### config.mk
export PLATFORM = sky130hd
export DESIGN_NAME = gun_shot_sequencer
export DESIGN_NICKNAME = d
export VERILOG_FILES = /design/src/rtl/dh_pkg.sv /design/src/rtl/photo_filter.sv /design/src/rtl/gun_shot_sequencer.sv
export SDC_FILE = /design/constraint.sdc
export NUM_CORES = 1
export LEC_CHECK = 0
export BUFFER_PORTS_ARGS = -buffer_cell sky130_fd_sc_hd__buf_2
export CORE_UTILIZATION = 50
export DETAILED_ROUTE_END_ITERATION = 6
export PLACE_DENSITY_LB_ADDON = 0.2
export SYNTH_ARGS = -nofsm -noshare
export SYNTH_HDL_FRONTEND = slang
export SYNTH_SLANG_ARGS = --single-unit
### constraint.sdc
create_clock -name i_clk -period 2.35 [get_ports i_clk]
set_clock_uncertainty 0.15 [all_clocks]
set_input_delay 0.235 -clock i_clk [delete_from_list [all_inputs] [get_ports i_clk]]
set_output_delay 0.235 -clock i_clk [all_outputs]
set_load 0.005 [all_outputs]
### src/rtl/dh_pkg.sv
// -----------------------------------------------------------------------------
// dh_pkg
// Shared types and constants for the light-gun shot sequencer.
//   shot_state_t       : sequencer FSM states
//   AMMO_W             : width of the ammo counter
//   CNT_W              : width of the shared frame counter (covers 1..63 frames)
//   *_DEF              : default parameter values used by the sequencer
// -----------------------------------------------------------------------------
package dh_pkg;

   typedef enum logic [2:0] {
      S_IDLE     = 3'd0,
      S_ARM      = 3'd1,
      S_BLACK    = 3'd2,
      S_TARGET   = 3'd3,
      S_RESULT   = 3'd4,
      S_COOLDOWN = 3'd5
   } shot_state_t;

   localparam int AMMO_W              = 4;
   localparam int CNT_W               = 6;

   localparam int TARGET_FRAMES_DEF   = 1;
   localparam int COOLDOWN_FRAMES_DEF = 15;
   localparam int AMMO_MAX_DEF        = 3;
   localparam int DET_MIN_CYCLES_DEF  = 8;

endpackage : dh_pkg

### src/rtl/photo_filter.sv
// -----------------------------------------------------------------------------
// photo_filter
// Turns the synchronised photodetector level into a "light seen" indication.
// Build option: DH_PHOTO_FILTER_EN
//   undefined : any single high cycle of photo counts as light (pass-through)
//   defined   : light is reported only once photo has stayed high for
//               DET_MIN_CYCLES consecutive cycles; the indication therefore
//               lags photo by one clock.
// Ports:
//   i_clk         pixel clock
//   i_rst_n       asynchronous active-low reset
//   i_photo       photodetector level, 1 = light
//   o_light_seen  light indication used by the sequencer
// -----------------------------------------------------------------------------
module photo_filter
   import dh_pkg::*;
#(
   parameter int DET_MIN_CYCLES = DET_MIN_CYCLES_DEF
) (
   input  logic i_clk,
   input  logic i_rst_n,
   input  logic i_photo,
   output logic o_light_seen
);

`ifdef DH_PHOTO_FILTER_EN

   localparam int RUN_W = $clog2(DET_MIN_CYCLES + 1);

   logic [RUN_W-1:0] r_run;

   // Run-length of consecutive high photo cycles, saturating at the threshold
   // so a long exposure keeps reporting light without wrapping.
   always_ff @(posedge i_clk or negedge i_rst_n) begin
      if (!i_rst_n) begin
         r_run <= '0;
      end else if (!i_photo) begin
         r_run <= '0;
      end else if (r_run != RUN_W'(DET_MIN_CYCLES)) begin
         r_run <= r_run + RUN_W'(1);
      end
   end

   assign o_light_seen = (r_run == RUN_W'(DET_MIN_CYCLES));

`else

   logic w_unused;

   assign o_light_seen = i_photo;
   assign w_unused     = ^{i_clk, i_rst_n, 32'(DET_MIN_CYCLES)};

`endif

endmodule : photo_filter

### src/rtl/gun_shot_sequencer.sv
// -----------------------------------------------------------------------------
// gun_shot_sequencer
// Sequences one light-gun shot: a forced all-black frame, then
// TARGET_FRAMES highlight frames, sampling the photodetector in each to decide
// hit or miss. Owns the ammo count and drives the renderer blank/highlight
// controls. Pixel-clock domain.
// Build option: DH_PHOTO_FILTER_EN (glitch filter inside photo_filter).
// Ports:
//   i_clk, i_rst_n     pixel clock, asynchronous active-low reset
//   i_frame_start      one-cycle pulse at start of vertical blanking
//   i_trigger          one-cycle debounced trigger press
//   i_reload           one-cycle reload press
//   i_photo            synchronised photodetector level
//   o_force_black      renderer draws the whole frame black
//   o_show_target      renderer draws targets as white boxes on black
//   o_hit / o_miss     one-cycle verdict pulses (miss also covers dry fire)
//   o_busy             shot in progress or cooldown
//   o_ammo             rounds remaining
// -----------------------------------------------------------------------------
module gun_shot_sequencer
   import dh_pkg::*;
#(
   parameter int TARGET_FRAMES   = TARGET_FRAMES_DEF,
   parameter int COOLDOWN_FRAMES = COOLDOWN_FRAMES_DEF,
   parameter int AMMO_MAX        = AMMO_MAX_DEF,
   parameter int DET_MIN_CYCLES  = DET_MIN_CYCLES_DEF
) (
   input  logic              i_clk,
   input  logic              i_rst_n,
   input  logic              i_frame_start,
   input  logic              i_trigger,
   input  logic              i_reload,
   input  logic              i_photo,
   output logic              o_force_black,
   output logic              o_show_target,
   output logic              o_hit,
   output logic              o_miss,
   output logic              o_busy,
   output logic [AMMO_W-1:0] o_ammo
);

   shot_state_t       r_state;
   shot_state_t       w_next_state;
   logic [AMMO_W-1:0] r_ammo;
   logic [CNT_W-1:0]  r_frame_cnt;
   logic [CNT_W-1:0]  w_frame_cnt_inc;
   logic              r_light_flag;
   logic              r_hit_flag;
   logic              w_light;
   logic              w_fire;
   logic              w_dry_fire;
   logic              w_reload_ok;
   logic              w_force_black_d;
   logic              w_show_target_d;
   logic              w_busy_d;
   logic              w_hit_d;
   logic              w_miss_d;

   photo_filter #(
      .DET_MIN_CYCLES (DET_MIN_CYCLES)
   ) u_photo_filter (
      .i_clk        (i_clk),
      .i_rst_n      (i_rst_n),
      .i_photo      (i_photo),
      .o_light_seen (w_light)
   );

   // Reload has priority over a trigger in the same cycle.
   assign w_reload_ok     = i_reload && ((r_state == S_IDLE) || (r_state == S_COOLDOWN));
   assign w_fire          = (r_state == S_IDLE) && i_trigger && !i_reload && (r_ammo != '0);
   assign w_dry_fire      = (r_state == S_IDLE) && i_trigger && !i_reload && (r_ammo == '0);
   assign w_frame_cnt_inc = r_frame_cnt + CNT_W'(1);

   always_ff @(posedge i_clk or negedge i_rst_n) begin
      if (!i_rst_n) begin
         r_state <= S_IDLE;
      end else begin
         r_state <= w_next_state;
      end
   end

   // A frame_start coinciding with light still belongs to the frame that is
   // ending, so the black-frame decision looks at the live light input too.
   always_comb begin
      w_next_state = r_state;
      case (r_state)
         S_IDLE: begin
            if (w_fire) w_next_state = S_ARM;
         end
         S_ARM: begin
            if (i_frame_start) w_next_state = S_BLACK;
         end
         S_BLACK: begin
            if (i_frame_start) begin
               w_next_state = (r_light_flag || w_light) ? S_RESULT : S_TARGET;
            end
         end
         S_TARGET: begin
            if (i_frame_start && (w_frame_cnt_inc == CNT_W'(TARGET_FRAMES))) begin
               w_next_state = S_RESULT;
            end
         end
         S_RESULT: begin
            w_next_state = S_COOLDOWN;
         end
         S_COOLDOWN: begin
            if (i_frame_start && (w_frame_cnt_inc == CNT_W'(COOLDOWN_FRAMES))) begin
               w_next_state = S_IDLE;
            end
         end
         default: begin
            w_next_state = S_IDLE;
         end
      endcase
   end

   // Renderer controls follow the next state, so they flip on the edge that
   // consumes frame_start and never in the middle of a frame.
   always_comb begin
      w_force_black_d = (w_next_state == S_BLACK);
      w_show_target_d = (w_next_state == S_TARGET);
      w_busy_d        = (w_next_state != S_IDLE);
      w_hit_d         = (r_state == S_RESULT) && r_hit_flag;
      w_miss_d        = ((r_state == S_RESULT) && !r_hit_flag) || w_dry_fire;
   end

   // Registered outputs, ammo, per-shot flags and the shared frame counter.
   // The counter is cleared on every state change so TARGET and COOLDOWN each
   // start counting from zero.
   always_ff @(posedge i_clk or negedge i_rst_n) begin
      if (!i_rst_n) begin
         o_force_black <= 1'b0;
         o_show_target <= 1'b0;
         o_hit         <= 1'b0;
         o_miss        <= 1'b0;
         o_busy        <= 1'b0;
         r_ammo        <= AMMO_W'(AMMO_MAX);
         r_frame_cnt   <= '0;
         r_light_flag  <= 1'b0;
         r_hit_flag    <= 1'b0;
      end else begin
         o_force_black <= w_force_black_d;
         o_show_target <= w_show_target_d;
         o_hit         <= w_hit_d;
         o_miss        <= w_miss_d;
         o_busy        <= w_busy_d;

         if (w_reload_ok) begin
            r_ammo <= AMMO_W'(AMMO_MAX);
         end else if (w_fire) begin
            r_ammo <= r_ammo - AMMO_W'(1);
         end

         if (r_state != w_next_state) begin
            r_frame_cnt <= '0;
         end else if (i_frame_start && ((r_state == S_TARGET) || (r_state == S_COOLDOWN))) begin
            r_frame_cnt <= w_frame_cnt_inc;
         end

         if ((r_state == S_ARM) && i_frame_start) begin
            r_light_flag <= 1'b0;
            r_hit_flag   <= 1'b0;
         end else begin
            if ((r_state == S_BLACK) && w_light)  r_light_flag <= 1'b1;
            if ((r_state == S_TARGET) && w_light) r_hit_flag   <= 1'b1;
         end
      end
   end

   assign o_ammo = r_ammo;

endmodule : gun_shot_sequencer

# After elaboration in Yosys (flattened, before gate mapping)
# Index checks and enable logic that the tools add are counted.
totals:
  ff_bits: 20
  input_bits: 6
  out_inout_bits: 9
  elab_cells: 64
classes:
  n_addsub: 2
  eq_ne: 10
  muxes: 15
  reduce_logical: 27
ops:
  columns: ["op", "n"]
  rows:
  - ["$mux 3", 6]
  - ["$pmux 3 s6", 1]
  - ["$logic_and 1x1->1", 13]
  - ["$eq 3x2->1 const B", 4]
  - ["$mux 6", 2]
  - ["$mux 4", 2]
  - ["$reduce_bool 2->1", 4]
  - ["$add 6x1->6 const B", 1]
  - ["$eq 3x3->1 const B", 2]
  - ["$eq 6x1->1 const B", 1]
  - ["$eq 6x4->1 const B", 1]
  - ["$logic_not 4->1", 1]
  - ["$logic_or 1x1->1", 4]
  - ["$mux 1", 4]
  - ["$reduce_bool 4->1", 1]
  - ["$sub 4x1->4 const B", 1]
  - ["$eq 3x1->1 const B", 1]
  - ["$logic_not 3->1", 1]
  - ["$ne 3x3->1", 1]
  - ["$reduce_bool 3->1", 1]
  - ["$logic_not 1->1", 2]

# Longest topological paths before layout
depth:
  ltp_word: 8
  ltp_mapped: 8
  depth_no_buf: 7

# Hierarchy
# From an unflattened synthesis, not the netlist that was laid out.
unflattened:
  hier_cells: 137
  hier_area_um2: 1398.8
modules_own_cells:
  columns: ["mod", "n_inst", "cells_per_inst", "area_each_um2", "seq_area_each_um2"]
  rows:
  - ["gun_shot_sequencer", 1, 136, 1391.3, 503.0]
  - ["photo_filter", 1, 1, 7.5, 0.0]

# Least setup slack after synthesis
# Ideal clock, no wire load.
synth_path:
  path_kind: "reg2reg"
  start: "register r_frame_cnt[1]"
  end: "register r_frame_cnt[0]"
  setup_ps: 130
  arrival_ps: 1659
  t_required_ps: 2070
  path_slack_ps: 411
  stages_incl_launch_ff: 7
  n_path_buf: 0
  period_less_slack_ps: 1939
  cell_sequence: "dfrtp_1 ha_1 a311oi_2 and4_1 o22ai_1 o211ai_4 nor3_2"
synth_via:
  elab_chain_cells: 7
  word_cells_on_any_way: 11
  classes_between: "add/sub: 1; eq/ne: 3; mux: 4; reduce/logical: 3"
synth_lines:
  columns: ["element", "line", "source"]
  rows:
  - ["from (decl)", "gun_shot_sequencer.sv:45", "logic [CNT_W-1:0] r_frame_cnt;"]
  - ["from (signal assigned)", "gun_shot_sequencer.sv:157", "r_frame_cnt <= w_frame_cnt_inc;"]
  - ["$add 6x1->6 *", "gun_shot_sequencer.sv:72", "assign w_frame_cnt_inc = r_frame_cnt + CNT_W'(1);"]
  - ["$eq 6x4->1 or $eq 6x1->1 (tied branches)", "gun_shot_sequencer.sv:107, gun_shot_sequencer.sv:99", null]
  - ["$logic_and 1x1->1 (on tied branches)", "gun_shot_sequencer.sv:107, gun_shot_sequencer.sv:99", null]
  - ["$mux 3 (on tied branches)", "gun_shot_sequencer.sv:107, gun_shot_sequencer.sv:99", null]
  - ["$pmux 3 s6 *", "gun_shot_sequencer.sv:86", "case (r_state)"]
  - ["$ne 3x3->1 *", "gun_shot_sequencer.sv:154", "if (r_state != w_next_state) begin"]
  - ["$mux 6 or $reduce_bool 2->1 (tied branches)", null, null]
# Every way passes the cells marked *; elsewhere a longest branch is shown, timed or not.
# A chain may end at the register's enable or synchronous reset.

# Worst setup path after layout
layout_path:
  start: "register r_frame_cnt[0]"
  end: "register o_busy"
layout_via:
  elab_chain_cells: 6
  word_cells_on_any_way: 9
  classes_between: "add/sub: 1; eq/ne: 2; mux: 3; reduce/logical: 3"
layout_lines:
  columns: ["element", "line", "source"]
  rows:
  - ["$add 6x1->6 *", "gun_shot_sequencer.sv:72", null]
  - ["$eq 6x4->1 or $eq 6x1->1 (tied branches)", "gun_shot_sequencer.sv:107, gun_shot_sequencer.sv:99", null]
  - ["$logic_and 1x1->1 (on tied branches)", "gun_shot_sequencer.sv:107, gun_shot_sequencer.sv:99", null]
  - ["$mux 3 (on tied branches)", "gun_shot_sequencer.sv:107, gun_shot_sequencer.sv:99", null]
  - ["$pmux 3 s6 *", "gun_shot_sequencer.sv:86", null]
  - ["$reduce_bool 3->1 *", "gun_shot_sequencer.sv:122", "w_busy_d = (w_next_state != S_IDLE);"]
  - ["net w_busy_d", "gun_shot_sequencer.sv:55", "logic w_busy_d;"]
  - ["to (signal assigned)", "gun_shot_sequencer.sv:146", "o_busy <= w_busy_d;"]
  - ["to (decl)", "gun_shot_sequencer.sv:38", "output logic o_busy,"]
# The timed path passes the listed nets; every way through them passes the cells marked *.

==> out/results.md <==
### Run status
* **result of the run** finished, final reports clean

### Route
* **wirelength, routed** 2.73 mm
* **drt initial violations** 46
* **routed length per instance** 15.1 um
* **via count** 1112
* **remaining antenna violation count** 0
* **detailed-route DRC error count** 0
* **First-pass DRT Iterations** 4
* **Via density** 6.14

### Power and ir drop
* **Flop pwr share** 0.369
* **Max rail drop VDD** 0.769 mV
* **power density of the placed cells** 993 nW/um^2
* **final total power** 1.49 mW
* **leakage dissipation** 0.640 nW
* **clock network power share** 0.138
* **combinational power share** 0.493
* **switching share of power** 0.438
* **Internal Power** 835 uW
* **switching power of the nets** 651 uW

### Clock network
* **maximum level of the CTS H-tree** 1
* **number of gates given a new drive strength after cts** 0
* **clock latency at the later pin of the worst-skew pair** 300 ps
* **Setup Buffers After CTS** 0
* **TritonCTS clock tree** done
* **buffer type at the clock tree root** clkbuf_4
* **clock buffer depth** 2
* **clock buffers created by TritonCTS** 3
* **Sink Count** 20
* **number of buffers inserted by hold repair at cts** 1
* **clock edge transition at the registers on the reported setup and hold paths** 120 ps

### Global routing
* **maximum number of pins on one net before global-route repair** 21
* **Congestion Overflow GR** 0
* **gr usage total** 0.210
* **number of antenna violations at the first check in global routing** 0
* **global-route wire length before repair** 4.42 mm
* **vias in the first global route** 977

### Critical path
* **critical path's top delay family** compound AO/OA/AOI/OAI gates
* **buffer and inverter count on the worst path** 0
* **required time reported for the critical path endpoint** 2380 ps
* **number of cells on the worst reg-to-reg path** 6
* **startpoint type of the worst setup path** flop
* **Critical Path Fanout Max** 6
* **arrival time worst endpoint** 2160 ps
* **endpoint type of the worst setup path** flop
* **Levels on crit path** 6
* **startpoint of the lowest-slack register-to-register path** r_frame_cnt[0]
* **path type of the worst setup path** flop to flop
* **slowest library cell on the worst path** dfrtp_1
* **setup slack on the worst flop-to-flop path** 220 ps
* **capturing point of the worst reg2reg path** o_busy
* **CP max stage delay** 380 ps
* **cells along the critical path** ha_1 -> nand3_1 -> nor4b_2 -> o21ai_1 -> a31oi_1 -> o211ai_1

### Yosys
* **main area contributors after synthesis** dfrtp_1 (32%), xnor2_1 (5.7%), nor3_2 (5.0%), buf_6 (4.9%), dfstp_2 (3.8%)
* **share of synthesized registers carrying an async set or reset** 1.00
* **cell count after synthesis** 136
* **Yosys Warn Count** 0
* **number of synthesized flops with an enable pin** 0
* **Post-Synthesis Net Count** 146
* **top-count cell post-synth** dfrtp_1
* **cell taking the most area after synthesis** dfrtp_1
* **most used flip-flop cell after synthesis** dfrtp_1
* **number of distinct library cells after synthesis** 47
* **top-area cell type share of the netlist area** 0.324
* **Cell Area, Synth** 1390 um^2
* **most used standard cells in the synthesized netlist** dfrtp_1 (18), nand2_1 (13), nor2_1 (9), xnor2_1 (9)
* **Avg Cell Area, Syn** 10.2 um^2
* **Seq cells post-synth** 20
* **Seq/Total Area, Yosys** 0.362

### STA
* **Finish-stage setup viols** 0
* **Max Slew Vio Count** 0
* **setup TNS** 0 ps
* **final clock period utilization by the worst path** 0.907
* **setup repair after global routing missed its margin** no
* **Hold Violations, Final** 0
* **worst slew margin relative to its limit** 0.683
* **transition time at the pin with the least slew margin** 476 ps
* **final period demand of the worst path** 2130 ps
* **maximum achievable frequency** 0.469 GHz

### Layout
* **Final #Nets** 162
* **fillers** 235
* **final instance count without filler cells** 181
* **Area growth syn-to-layout** 7.46%
* **layout cells sized above 1** 0.298
* **Antenna diodes** 0

### Floorplanning
* **y dimension of the die** 54.8 um
* **I/O pin total** 15
* **die footprint** 3000 um^2
* **die boundary width** 54.8 um
* **initial core utilization** 0.547
* **CORE AREA** 2540 um^2
* **row count** 18

### Place
* **RePlAce Congestion** 0.820
* **dpl cells** 176
* **HPWL after detailed placement** 1.96 mm
* **Port Buffers** 14

### Min path
* **Min-Delay Path Class** primary input to flop
* **Min-Delay Path Depth** 3
* **Worst Hold End** o_ammo[0]
* **worst min-delay path startpoint** i_reload

### Job
* **number of maximum-capacitance violations** 0

[tightest hold or removal path: stages]
cell and delay, ps:
buf_2 110, nand3_1 110, nand2_1 60
[how the worst max path moves through the flow]
stage                        start             end  slack, ps
floorplan           r_frame_cnt[1]  r_frame_cnt[0]        410
global placement         o_ammo[0]       o_ammo[3]        310
detailed placement  r_frame_cnt[0]  r_frame_cnt[2]        280
CTS                 r_frame_cnt[0]  r_frame_cnt[2]        240
global route        r_frame_cnt[0]  r_frame_cnt[0]        140
finish              r_frame_cnt[0]          o_busy        220
[metal layers]
metal,part of all wire,global-route usage,up-vias
met5,0,0,-
met4,0.020,0.0684,0
met3,0.040,0.0389,11
met2,0.45,0.353,39
met1,0.49,0.267,536
li1,-,-,526
[placed cells by master (no fill, tap or decap), types with 3 or more instances in the layout]
| cell | Yosys | layout |
|---|---|---|
| nor3_2 | 7 | 7 |
| nand2_1 | 13 | 13 |
| and3_1 | 3 | 3 |
| nor2_1 | 9 | 9 |
| nand4_1 | 3 | 3 |
| a21oi_1 | 4 | 4 |
| dfrtp_1 | 18 | 18 |
| nor3_1 | 3 | 3 |
| o211ai_1 | 3 | 3 |
| inv_1 | 7 | 7 |
| buf_4 | 1 | 4 |
| nand3_1 | 7 | 7 |
| ha_1 | 4 | 4 |
| buf_2 | 1 | 14 |
| xnor2_1 | 9 | 9 |
| clkbuf_4 | 0 | 3 |
[layout make-up]
| cell class | instances | area [um^2] | share of cell area |
|---|---|---|---|
| Timing Repair Buffer | 19 | 110 | 0.0736 |
| Tap cell | 30 | 37.5 | 0.0251 |
| Inverter | 7 | 26.3 | 0.0176 |
| Multi-Input combinational cell | 101 | 782 | 0.523 |
| Sequential cell | 20 | 503 | 0.336 |
| Clock buffer | 4 | 36.3 | 0.0243 |
[metrics by stage]
step | utilization | cell area (um^2) | hold WS [ps] | setup WS [ps]
3_3_place_gp | 0.569 | 1450 | 43.0 | 313
5_1_grt | 0.588 | 1500 | 67.0 | 143
6_report | 0.588 | 1500 | 56.3 | 218
4_1_cts | 0.588 | 1500 | 37.5 | 243
3_5_place_dp | 0.569 | 1450 | 53.4 | 275
2_1_floorplan | - | 1390 | -211 | 411
[cell families (layout without fill, tap and decap cells)]
kind of cell	Yosys count	in the layout	synth area share
AOI/OAI and AO/OA	26	26	0.174
adders and majority gates	4	4	0.0360
xor gates and xnor gates	11	11	0.0693
and+or+nand+nor	59	59	0.276
muxes	1	1	0.00719
DFF	20	20	0.362
buffers and inverters	15	30	0.0764
[state kept, by name, indices dropped and copies added (netlist names)]
name and count:
o_ammo 4, o_busy 1, o_force_black 1, o_hit 1, o_miss 1, o_show_target 1, r_frame_cnt 6, r_hit_flag 1
r_light_flag 1, r_state 3
[power by group through the flow]
stage	clock (mW)	combinational [mW]	sequential [mW]
after floorplan	0	0.616	0.520
after global routing	0.227	0.816	0.565
after global placement	0	0.707	0.554
after CTS	0.213	0.727	0.548
final	0.205	0.732	0.549
after detailed placement	0	0.716	0.554
Note: power is estimated with default switching activity, not from simulation.
